`src/rtl/alu_defs.sv`:
```
// Shared ALU definitions: op codes produced by ALUControl and the EX-stage
// output buffer state encoding.
package alu_defs;

    localparam logic [3:0] ALU_AND = 4'b0000;
    localparam logic [3:0] ALU_OR  = 4'b0001;
    localparam logic [3:0] ALU_ADD = 4'b0010;
    localparam logic [3:0] ALU_SUB = 4'b0110;
    localparam logic [3:0] ALU_SLT = 4'b0111;
    localparam logic [3:0] ALU_INV = 4'b1111;

    typedef enum logic [1:0] {
        BUF_EMPTY = 2'd0,
        BUF_HEAD  = 2'd1,
        BUF_FULL  = 2'd2
    } buf_state_e;

endpackage

```
`src/rtl/alu_ex_stage_core.sv`:
```
// Combinational ALU: computes result and flags for one op.
// Unknown op codes give result 0 with the illegal flag raised.
module alu_core
    import alu_defs::*;
#(
    parameter int DATA_W = 32
) (
    input  logic [3:0]        ctrl_sig,
    input  logic [DATA_W-1:0] a,
    input  logic [DATA_W-1:0] b,
    output logic [DATA_W-1:0] result,
    output logic              zero,
    output logic              overflow,
    output logic              illegal
);

    localparam int MSB = DATA_W - 1;

    logic signed [DATA_W-1:0] a_s;
    logic signed [DATA_W-1:0] b_s;
    logic signed [DATA_W-1:0] b_eff;
    logic signed [DATA_W-1:0] sum;
    logic                     is_sub;

    assign a_s    = a;
    assign b_s    = b;
    assign is_sub = (ctrl_sig == ALU_SUB);
    assign b_eff  = is_sub ? -b_s : b_s;
    assign sum    = a_s + b_eff;

    // SLT uses a true signed compare so it stays correct when a-b overflows.
    always_comb begin
        result   = '0;
        overflow = 1'b0;
        illegal  = 1'b0;
        case (ctrl_sig)
            ALU_AND: result = a & b;
            ALU_OR:  result = a | b;
            ALU_ADD, ALU_SUB: begin
                result   = sum;
                overflow = (a_s[MSB] == b_eff[MSB]) && (sum[MSB] != a_s[MSB]);
            end
            ALU_SLT: result = {{(DATA_W-1){1'b0}}, (a_s < b_s)};
            default: illegal = 1'b1;
        endcase
        zero = (result == '0);
    end

endmodule

```
`src/rtl/alu_ex_stage.sv`:
```
// EX stage: ALU result registered into a 2-entry (head + skid) buffer
// with valid/ready on both sides and a registered in_ready.
module alu_ex_stage
    import alu_defs::*;
#(
    parameter int DATA_W = 32,
    parameter int REG_AW = 5
) (
    input  logic              clk,
    input  logic              rst,
    input  logic              flush,
    input  logic              in_valid,
    output logic              in_ready,
    input  logic [3:0]        ctrl_sig,
    input  logic [DATA_W-1:0] src_a,
    input  logic [DATA_W-1:0] src_b,
    input  logic [REG_AW-1:0] rd_addr,
    input  logic              reg_write,
    output logic              out_valid,
    input  logic              out_ready,
    output logic [DATA_W-1:0] result,
    output logic              zero,
    output logic              overflow,
    output logic              illegal,
    output logic [REG_AW-1:0] out_rd_addr,
    output logic              out_reg_write
);

    // Stage p0: combinational ALU on the incoming op
    logic [DATA_W-1:0] alu_result_p0;
    logic              alu_zero_p0;
    logic              alu_ovf_p0;
    logic              alu_ill_p0;
    logic              alu_we_p0;

    alu_core #(.DATA_W(DATA_W)) u_alu_core (
        .ctrl_sig (ctrl_sig),
        .a        (src_a),
        .b        (src_b),
        .result   (alu_result_p0),
        .zero     (alu_zero_p0),
        .overflow (alu_ovf_p0),
        .illegal  (alu_ill_p0)
    );

    assign alu_we_p0 = reg_write && !alu_ill_p0;

    // Handshake FSM
    buf_state_e state_q;
    buf_state_e state_d;
    logic       in_ready_q;
    logic       push;
    logic       pop;
    logic       load_head_new;
    logic       load_head_skid;
    logic       load_skid;

    assign push = in_valid && in_ready_q;
    assign pop  = (state_q != BUF_EMPTY) && out_ready;

    always_comb begin
        state_d        = state_q;
        load_head_new  = 1'b0;
        load_head_skid = 1'b0;
        load_skid      = 1'b0;
        if (flush) begin
            state_d = BUF_EMPTY;
        end else begin
            case (state_q)
                BUF_EMPTY: begin
                    if (push) begin
                        state_d       = BUF_HEAD;
                        load_head_new = 1'b1;
                    end
                end
                BUF_HEAD: begin
                    if (push && pop) begin
                        load_head_new = 1'b1;
                    end else if (push) begin
                        state_d   = BUF_FULL;
                        load_skid = 1'b1;
                    end else if (pop) begin
                        state_d = BUF_EMPTY;
                    end
                end
                BUF_FULL: begin
                    if (pop) begin
                        state_d        = BUF_HEAD;
                        load_head_skid = 1'b1;
                    end
                end
                default: state_d = BUF_EMPTY;
            endcase
        end
    end

    // in_ready is computed from the next state so it lands on the same edge.
    always_ff @(posedge clk) begin
        if (rst) begin
            state_q    <= BUF_EMPTY;
            in_ready_q <= 1'b1;
        end else begin
            state_q    <= state_d;
            in_ready_q <= (state_d != BUF_FULL);
        end
    end

    // Stage p1: head (output) and skid registers
    logic [DATA_W-1:0] head_result_p1;
    logic              head_zero_p1;
    logic              head_ovf_p1;
    logic              head_ill_p1;
    logic [REG_AW-1:0] head_rd_p1;
    logic              head_we_p1;

    logic [DATA_W-1:0] skid_result_p1;
    logic              skid_zero_p1;
    logic              skid_ovf_p1;
    logic              skid_ill_p1;
    logic [REG_AW-1:0] skid_rd_p1;
    logic              skid_we_p1;

    always_ff @(posedge clk) begin
        if (rst) begin
            head_result_p1 <= '0;
            head_zero_p1   <= 1'b0;
            head_ovf_p1    <= 1'b0;
            head_ill_p1    <= 1'b0;
            head_rd_p1     <= '0;
            head_we_p1     <= 1'b0;
        end else if (load_head_new) begin
            head_result_p1 <= alu_result_p0;
            head_zero_p1   <= alu_zero_p0;
            head_ovf_p1    <= alu_ovf_p0;
            head_ill_p1    <= alu_ill_p0;
            head_rd_p1     <= rd_addr;
            head_we_p1     <= alu_we_p0;
        end else if (load_head_skid) begin
            head_result_p1 <= skid_result_p1;
            head_zero_p1   <= skid_zero_p1;
            head_ovf_p1    <= skid_ovf_p1;
            head_ill_p1    <= skid_ill_p1;
            head_rd_p1     <= skid_rd_p1;
            head_we_p1     <= skid_we_p1;
        end
    end

    always_ff @(posedge clk) begin
        if (load_skid) begin
            skid_result_p1 <= alu_result_p0;
            skid_zero_p1   <= alu_zero_p0;
            skid_ovf_p1    <= alu_ovf_p0;
            skid_ill_p1    <= alu_ill_p0;
            skid_rd_p1     <= rd_addr;
            skid_we_p1     <= alu_we_p0;
        end
    end

    assign in_ready      = in_ready_q;
    assign out_valid     = (state_q != BUF_EMPTY);
    assign result        = head_result_p1;
    assign zero          = head_zero_p1;
    assign overflow      = head_ovf_p1;
    assign illegal       = head_ill_p1;
    assign out_rd_addr   = head_rd_p1;
    assign out_reg_write = head_we_p1;

endmodule

```
`config.mk`:
```
export PLATFORM = sky130hd
export DESIGN_NAME = alu_ex_stage
export DESIGN_NICKNAME = d
export VERILOG_FILES = /design/src/rtl/alu_defs.sv /design/src/rtl/alu_ex_stage_core.sv /design/src/rtl/alu_ex_stage.sv
export SDC_FILE = /design/constraint.sdc
export NUM_CORES = 1
export LEC_CHECK = 0
export BUFFER_PORTS_ARGS = -buffer_cell sky130_fd_sc_hd__buf_4
export CAP_MARGIN = 25
export CORE_UTILIZATION = 53
export CTS_CLUSTER_DIAMETER = 40
export DETAILED_ROUTE_END_ITERATION = 10
export HOLD_SLACK_MARGIN = 0.05
export PLACE_DENSITY = 0.79
export RECOVER_POWER = 50
export SYNTH_ARGS = -nofsm -noshare
export SYNTH_HDL_FRONTEND = slang
export SYNTH_SLANG_ARGS = --single-unit
```
`constraint.sdc`:
```
create_clock -name clk -period 5.45 [get_ports clk]
set_input_delay 0.545 -clock clk [delete_from_list [all_inputs] [get_ports clk]]
set_output_delay 0.545 -clock clk [all_outputs]
set_load 0.02 [all_outputs]
```
# [Word level (Yosys, flattened, before mapping)]
# Cells that the tools add are included.
[totals] regBits=85 input_bits=79 out_inout_bits=43 word_cells=73
[classes] addsub=2 magnitude_cmp=1 n_eq_ne=9 muxes=33 n_bitwise=2 reduce_logical=12
[ops] op="one-hot mux 32 bit (4 select lines)" n=1
[ops] op="2-to-1 mux 32 bit" n=3
[ops] op="adder 32 bit" n=1
[ops] op="AND 32 bit" n=1
[ops] op="zero test 32 bit" n=1
[ops] op="less-than comparator 32 bit" n=1
[ops] op="negation 32 bit" n=1
[ops] op="bitwise OR 32 bit" n=1
[ops] op="2-to-1 mux 1 bit" n=19
[ops] op="2-to-1 mux 2 bit" n=6
[ops] op="2-to-1 mux 5 bit" n=2
[ops] op="equality test 4 x 3 -> 1 bit, second input constant" n=2
[ops] op="one-hot mux 2 bit (3 select lines)" n=1
[ops] op="logical AND 1 bit" n=5
[ops] op="OR reduction 5 bit" n=1
[ops] op="equality test 4 x 1 -> 1 bit, second input constant" n=1
[ops] op="equality test 4 x 2 -> 1 bit, second input constant" n=1
[ops] op="zero test 4 bit" n=1
[ops] op="nonzero test 2 bit" n=2
[ops] op="equality test 2 x 1 -> 1 bit, second input constant" n=1
[ops] op="equality test 2 bit, second input constant" n=1
[ops] op="zero test 2 bit" n=1
[ops] op="inequality test 2 bit, second input constant" n=1
[ops] op="one-hot mux 1 bit (2 select lines)" n=1
[ops] op="other kinds (3)" n=3

# [Depth between registers and ports, before layout]
[logic_depth] ltp_word=8 mapped_depth=21 ltp_nobuf=19

# [Modules after synthesis]
# A second synthesis with hierarchy kept.
[hier_totals] hier_cells=976 hier_area_um2=8379.3
[modules_own_cells] mod="alu_core" instances=1 cells_per_inst=684 area_each_um2=4924.7 seq_area_each_um2=0.0
[modules_own_cells] mod="alu_ex_stage" instances=1 cells_per_inst=292 area_each_um2=3454.6 seq_area_each_um2=2112.0

# [Worst setup path before layout]
# No wires, ideal clock.
[synth_timing] path_type="input to register" start="input port ctrl_sig[0]" end="register head_zero_p1 (netlist: zero)" setup_ns=0.096 arrival_time_ns=5.395 required_ns=5.354 path_slack_ns=-0.040 path_stages=20 path_buffers=5 path_cell_list="clkbuf_1 > nor3b_1 > clkbuf_1 > clkbuf_1 > clkbuf_1 > nand2_1 > clkbuf_1 > a31oi_1 > xnor2_1 > ha_1 > nand2_1 > a211o_1 > a2111oi_4 > o211ai_2 > a31o_1 > a31o_4 > a2111oi_4 > nand4b_1 > or4_4 > o41ai_2"
[synth_via] elab_chain_len=6 elab_cells_between_ends=11 cone_classes="add/sub: 1; eq/ne: 4; mux: 3; reduce/logical: 3"
[synth_lines] element="from (decl)" line="alu_ex_stage.sv:14" rtl="input logic [3:0] ctrl_sig,"
[synth_lines] element="equality test 4 x 3 -> 1 bit" line="alu_ex_stage_core.sv:27, alu_ex_stage_core.sv:36"
[synth_lines] element="2-to-1 mux 32 bit" line="alu_ex_stage_core.sv:28" rtl="assign b_eff = is_sub ? -b_s : b_s;"
[synth_lines] element="adder 32 bit" line="alu_ex_stage_core.sv:29" rtl="assign sum = a_s + b_eff;"
[synth_lines] element="one-hot mux 32 bit (4 select lines) *" line="alu_ex_stage_core.sv:36" rtl="case (ctrl_sig)"
[synth_lines] element="named net alu_result_p0[30]" line="alu_ex_stage.sv:30" rtl="logic [DATA_W-1:0] alu_result_p0;"
[synth_lines] element="zero test 32 bit *" line="alu_ex_stage_core.sv:46" rtl="zero = (result == '0);"
[synth_lines] element="2-to-1 mux 1 bit *" line="alu_ex_stage.sv:131" rtl="end else if (load_head_new) begin"
[synth_lines] element="to (signal assigned)" line="alu_ex_stage.sv:133" rtl="head_zero_p1 <= alu_zero_p0;"
[synth_lines] element="to (signal assigned)" line="alu_ex_stage.sv:140" rtl="head_zero_p1 <= skid_zero_p1;"
[synth_lines] element="to (decl)" line="alu_ex_stage.sv:110" rtl="logic head_zero_p1;"
# Mark *: on every way through the listed nets, which the timed path passes. The rest lies on a longest branch.
# A chain may end at the register's enable or synchronous reset.

# [Worst setup path in the final report]
[layout_timing] start="input port src_b[2]" end="register head_zero_p1 (netlist: zero)"
[layout_via] elab_chain_len=6 elab_cells_between_ends=9 cone_classes="add/sub: 2; order compare: 1; mux: 3; bitwise: 2; reduce/logical: 1"
[layout_lines] element="from (decl)" line="alu_ex_stage.sv:16" rtl="input logic [DATA_W-1:0] src_b,"
[layout_lines] element="negation 32 bit" line="alu_ex_stage_core.sv:28"
[layout_lines] element="2-to-1 mux 32 bit *" line="alu_ex_stage_core.sv:28"
[layout_lines] element="adder 32 bit *" line="alu_ex_stage_core.sv:29"
[layout_lines] element="one-hot mux 32 bit (4 select lines) *" line="alu_ex_stage_core.sv:36"
[layout_lines] element="named net alu_result_p0[30]" line="alu_ex_stage.sv:30"
[layout_lines] element="zero test 32 bit *" line="alu_ex_stage_core.sv:46"
[layout_lines] element="2-to-1 mux 1 bit *" line="alu_ex_stage.sv:131"
# Marks and branches as above.

==> flow_metrics.tcl <==
set metrics [dict create \
    layout_commonest_cell "nand2_1" \
    powerDensity_nw_per_um2 207 \
    gp_congestion 0.958 \
    layout.cells.non_filler 1349 \
    worstSetupPathType "input port to flop" \
    syn_nets 1251 \
    clk_root_buffer_cell "clkbuf_16" \
    grt_use_met1 0.394 \
    min_from "rd_addr[3]" \
    seq_area_frac_synth 0.256 \
    synth_seq_cells 85 \
    wl_um 23800 \
    hpwl_um 18600 \
    grt_max_degree 61 \
    cts_max_level 3 \
    num_vias 8027 \
    grt_pass1_wl_um 37800 \
    netlist_area_um2 8260 \
    status "finished, violations left" \
    cp_top_family "simple AND/OR/NAND/NOR gates" \
    tritoncts "yes" \
    cp_max_fo 6 \
    yosysWarnings 0 \
    place_inst 1332 \
    endpoint_kind "flop" \
    grt_pass1_vias 7481 \
    die_w_um 127 \
    rsz0062_at_grt "no" \
    cp_cell_sequence "buf_4 > nor4_1 > buf_4 > and2_1 > nand2_1 > nor3_1 > nand3_1 > o21ai_0 > xnor2_1 > ha_1 > nand3_1 > nor4_1 > o211ai_2 > a31o_1 > a31o_4 > a2111oi_4 > nand4b_1 > or4_4 > o41ai_2" \
    cts.clk_slew.worst_paths_ns 0.06 \
    io_pins 122 \
    gr-total-overflow 0 \
    syn_inst 1038 \
    cp_num_buf_inv 2 \
    worstSetupStartpointType "input port" \
    final_hold_viol_count 0 \
    crit_required_ns 5.68 \
    synth.avg_cell_area_um2 7.95 \
    period_share 0.886 \
    layout.nets 1369 \
    finalSetupViolations 0 \
    groute.layer.met2.usage 0.482 \
    clkSinkCount 85 \
    antenna_found_initial 3 \
    multi_input_area_um2 5590 \
    n_antenna_cell 0 \
    worst_path_largest_cell_delay_ns 0.44 \
    cts_setup_buffers 0 \
    fillCellCount 1409 \
    core-area_um2 15200 \
    ant_nets 0 \
    min_path_type "input port to flop" \
    wl_per_cell_um 17.6 \
    synth-async-reset-ratio 0 \
    port-buffer-count 121 \
    finalMaxSlewViolations 82 \
    clk_latency_ns 0.34 \
    layout_common_cells "nand2_1, ha_1, inv_1" \
    leakage_nw 4.23 \
    synth_cell_types 64 \
    r2r_slack_ns 2.51 \
    postCtsResizedCells 0 \
    fin_worst_skew_ns 0.00555 \
    maxCapViolCount 2 \
    seq_area_um2 2110 \
    worstMarginPinSlew_ns 2.33 \
    setup_tns_ns 0 \
    violations "capacitance limit, slew limit" \
    dieArea_um2 16100 \
    grt.busiest_layer "met2" \
    start_util 0.543 \
    grtUsageTotal 0.295 \
    area_growth_pct 16.5 \
    clockBufferDepth 2 \
    vdd_ir_drop_max_uv 156 \
    postCtsHoldBufs 0 \
    drc 0 \
    timing.rr.start "state_q[1]" \
    drt_iter0_drc 577 \
    clock.fmax_mhz 207 \
    use_met3 0.0582 \
    drive_gt1_frac 0.116 \
    cp-startpoint "src_b[2]" \
    first_pass_iters 6 \
    max-slew-margin-rel -0.556 \
    vias_per_cell 5.95 \
    critPathSlowestCell "or4_4" \
    die_h_um 127 \
    numCtsBuffers 9 \
    rows 45 \
    fin_crit_ns 4.83 \
    synth_edf_count 41 \
    crit_arrival_ns 5.06 \
    ys.flop_type "dfxtp_1" \
    holdWs_ns 0.420 \
]
layout make-up:
| cell class | count | share of cell area |
|---|---|---|
| timing repair buffer | 152 | 0.102 |
| tap | 188 | 0.0245 |
| multi-input combinational | 803 | 0.581 |
| sequential | 85 | 0.220 |
| inverter | 105 | 0.0410 |
| clock buffer | 10 | 0.0238 |
| clock inverter | 6 | 0.00806 |
through the flow:
| step | instance area (um2) | power, mW | util | setup slack, ns |
|---|---|---|---|---|
| after floorplan | 8260 | 1.13 | - | 0.0548 |
| after global placement | 9460 | 1.37 | 0.622 | 0.404 |
| after detailed placement | 9470 | 1.37 | 0.623 | 0.309 |
| after CTS | 9770 | 2.00 | 0.643 | 0.629 |
| after global routing | 9620 | 2.09 | 0.633 | 0.248 |
| final | 9620 | 1.99 | 0.633 | 0.624 |
flip-flops by register name, summed over array words and instances (netlist names), 2 cells and up:
signal          cells
result             32
out_rd_addr         5
state_q             2
skid_result_p1     32
skid_rd_p1          5
kinds of logic (layout without fill, tap and decap cells):
group | Yosys count | after routing | synth area share
buffers and inverters | 150 | 273 | 0.0682
and+or+nand+nor | 321 | 321 | 0.177
muxes | 14 | 14 | 0.0170
DFF | 85 | 85 | 0.256
adders and majority gates | 134 | 134 | 0.204
xor gates and xnor gates | 53 | 53 | 0.0562
AOI/OAI and AO/OA | 281 | 281 | 0.222
metal layers:
metal	vias up	part of all wire	routed length (um)
met3	38	0.073	1740
met4	4	0.021	493
met2	314	0.46	10900
li1	3898	-	-
met1	3773	0.45	10600
met5	-	0.0010	24
cells in the mapped netlist, types with 14 or more instances:
cell      number  area share
o22ai_1       14       0.011
o21ai_0       54       0.033
edfxtp_1      41        0.15
inv_1        105       0.048
mux2i_1       14       0.017
ha_1         133        0.20
nor3_1        16      0.0097
nand4_1       16       0.012
nand2_1      136       0.062
nor2_1        82       0.037
clkbuf_1      42       0.019
xnor2_1       45       0.048
dfxtp_1       44        0.11
a211oi_1      15       0.014
a21oi_1       96       0.058
a311oi_1      17       0.018
path summary, 6_finish.rpt:
kind                                       end  cells after the start
worst min register to register  out_rd_addr[3]                      2
worst max register to register         illegal                      6
worst min-delay path             skid_rd_p1[3]                      1
worst max-delay path                      zero                     19
power by group:
| group | total [mW] | switching, mW | leakage [nW] | internal [mW] |
|---|---|---|---|---|
| clock network | 0.629 | 0.232 | 0.151 | 0.396 |
| registers | 0.697 | 0.00901 | 0.764 | 0.688 |
| logic | 0.667 | 0.406 | 3.31 | 0.261 |
worst reg2reg max path, delay by kind of cell, from the launching register on:
kind	cells	cell delay, ns
AO/OA/AOI/OAI	1	0.40
buffers and inverters	1	1.20
AND/OR/NAND/NOR	4	0.85
flip-flops	1	0.38
Power figures use the tool's default switching activity.
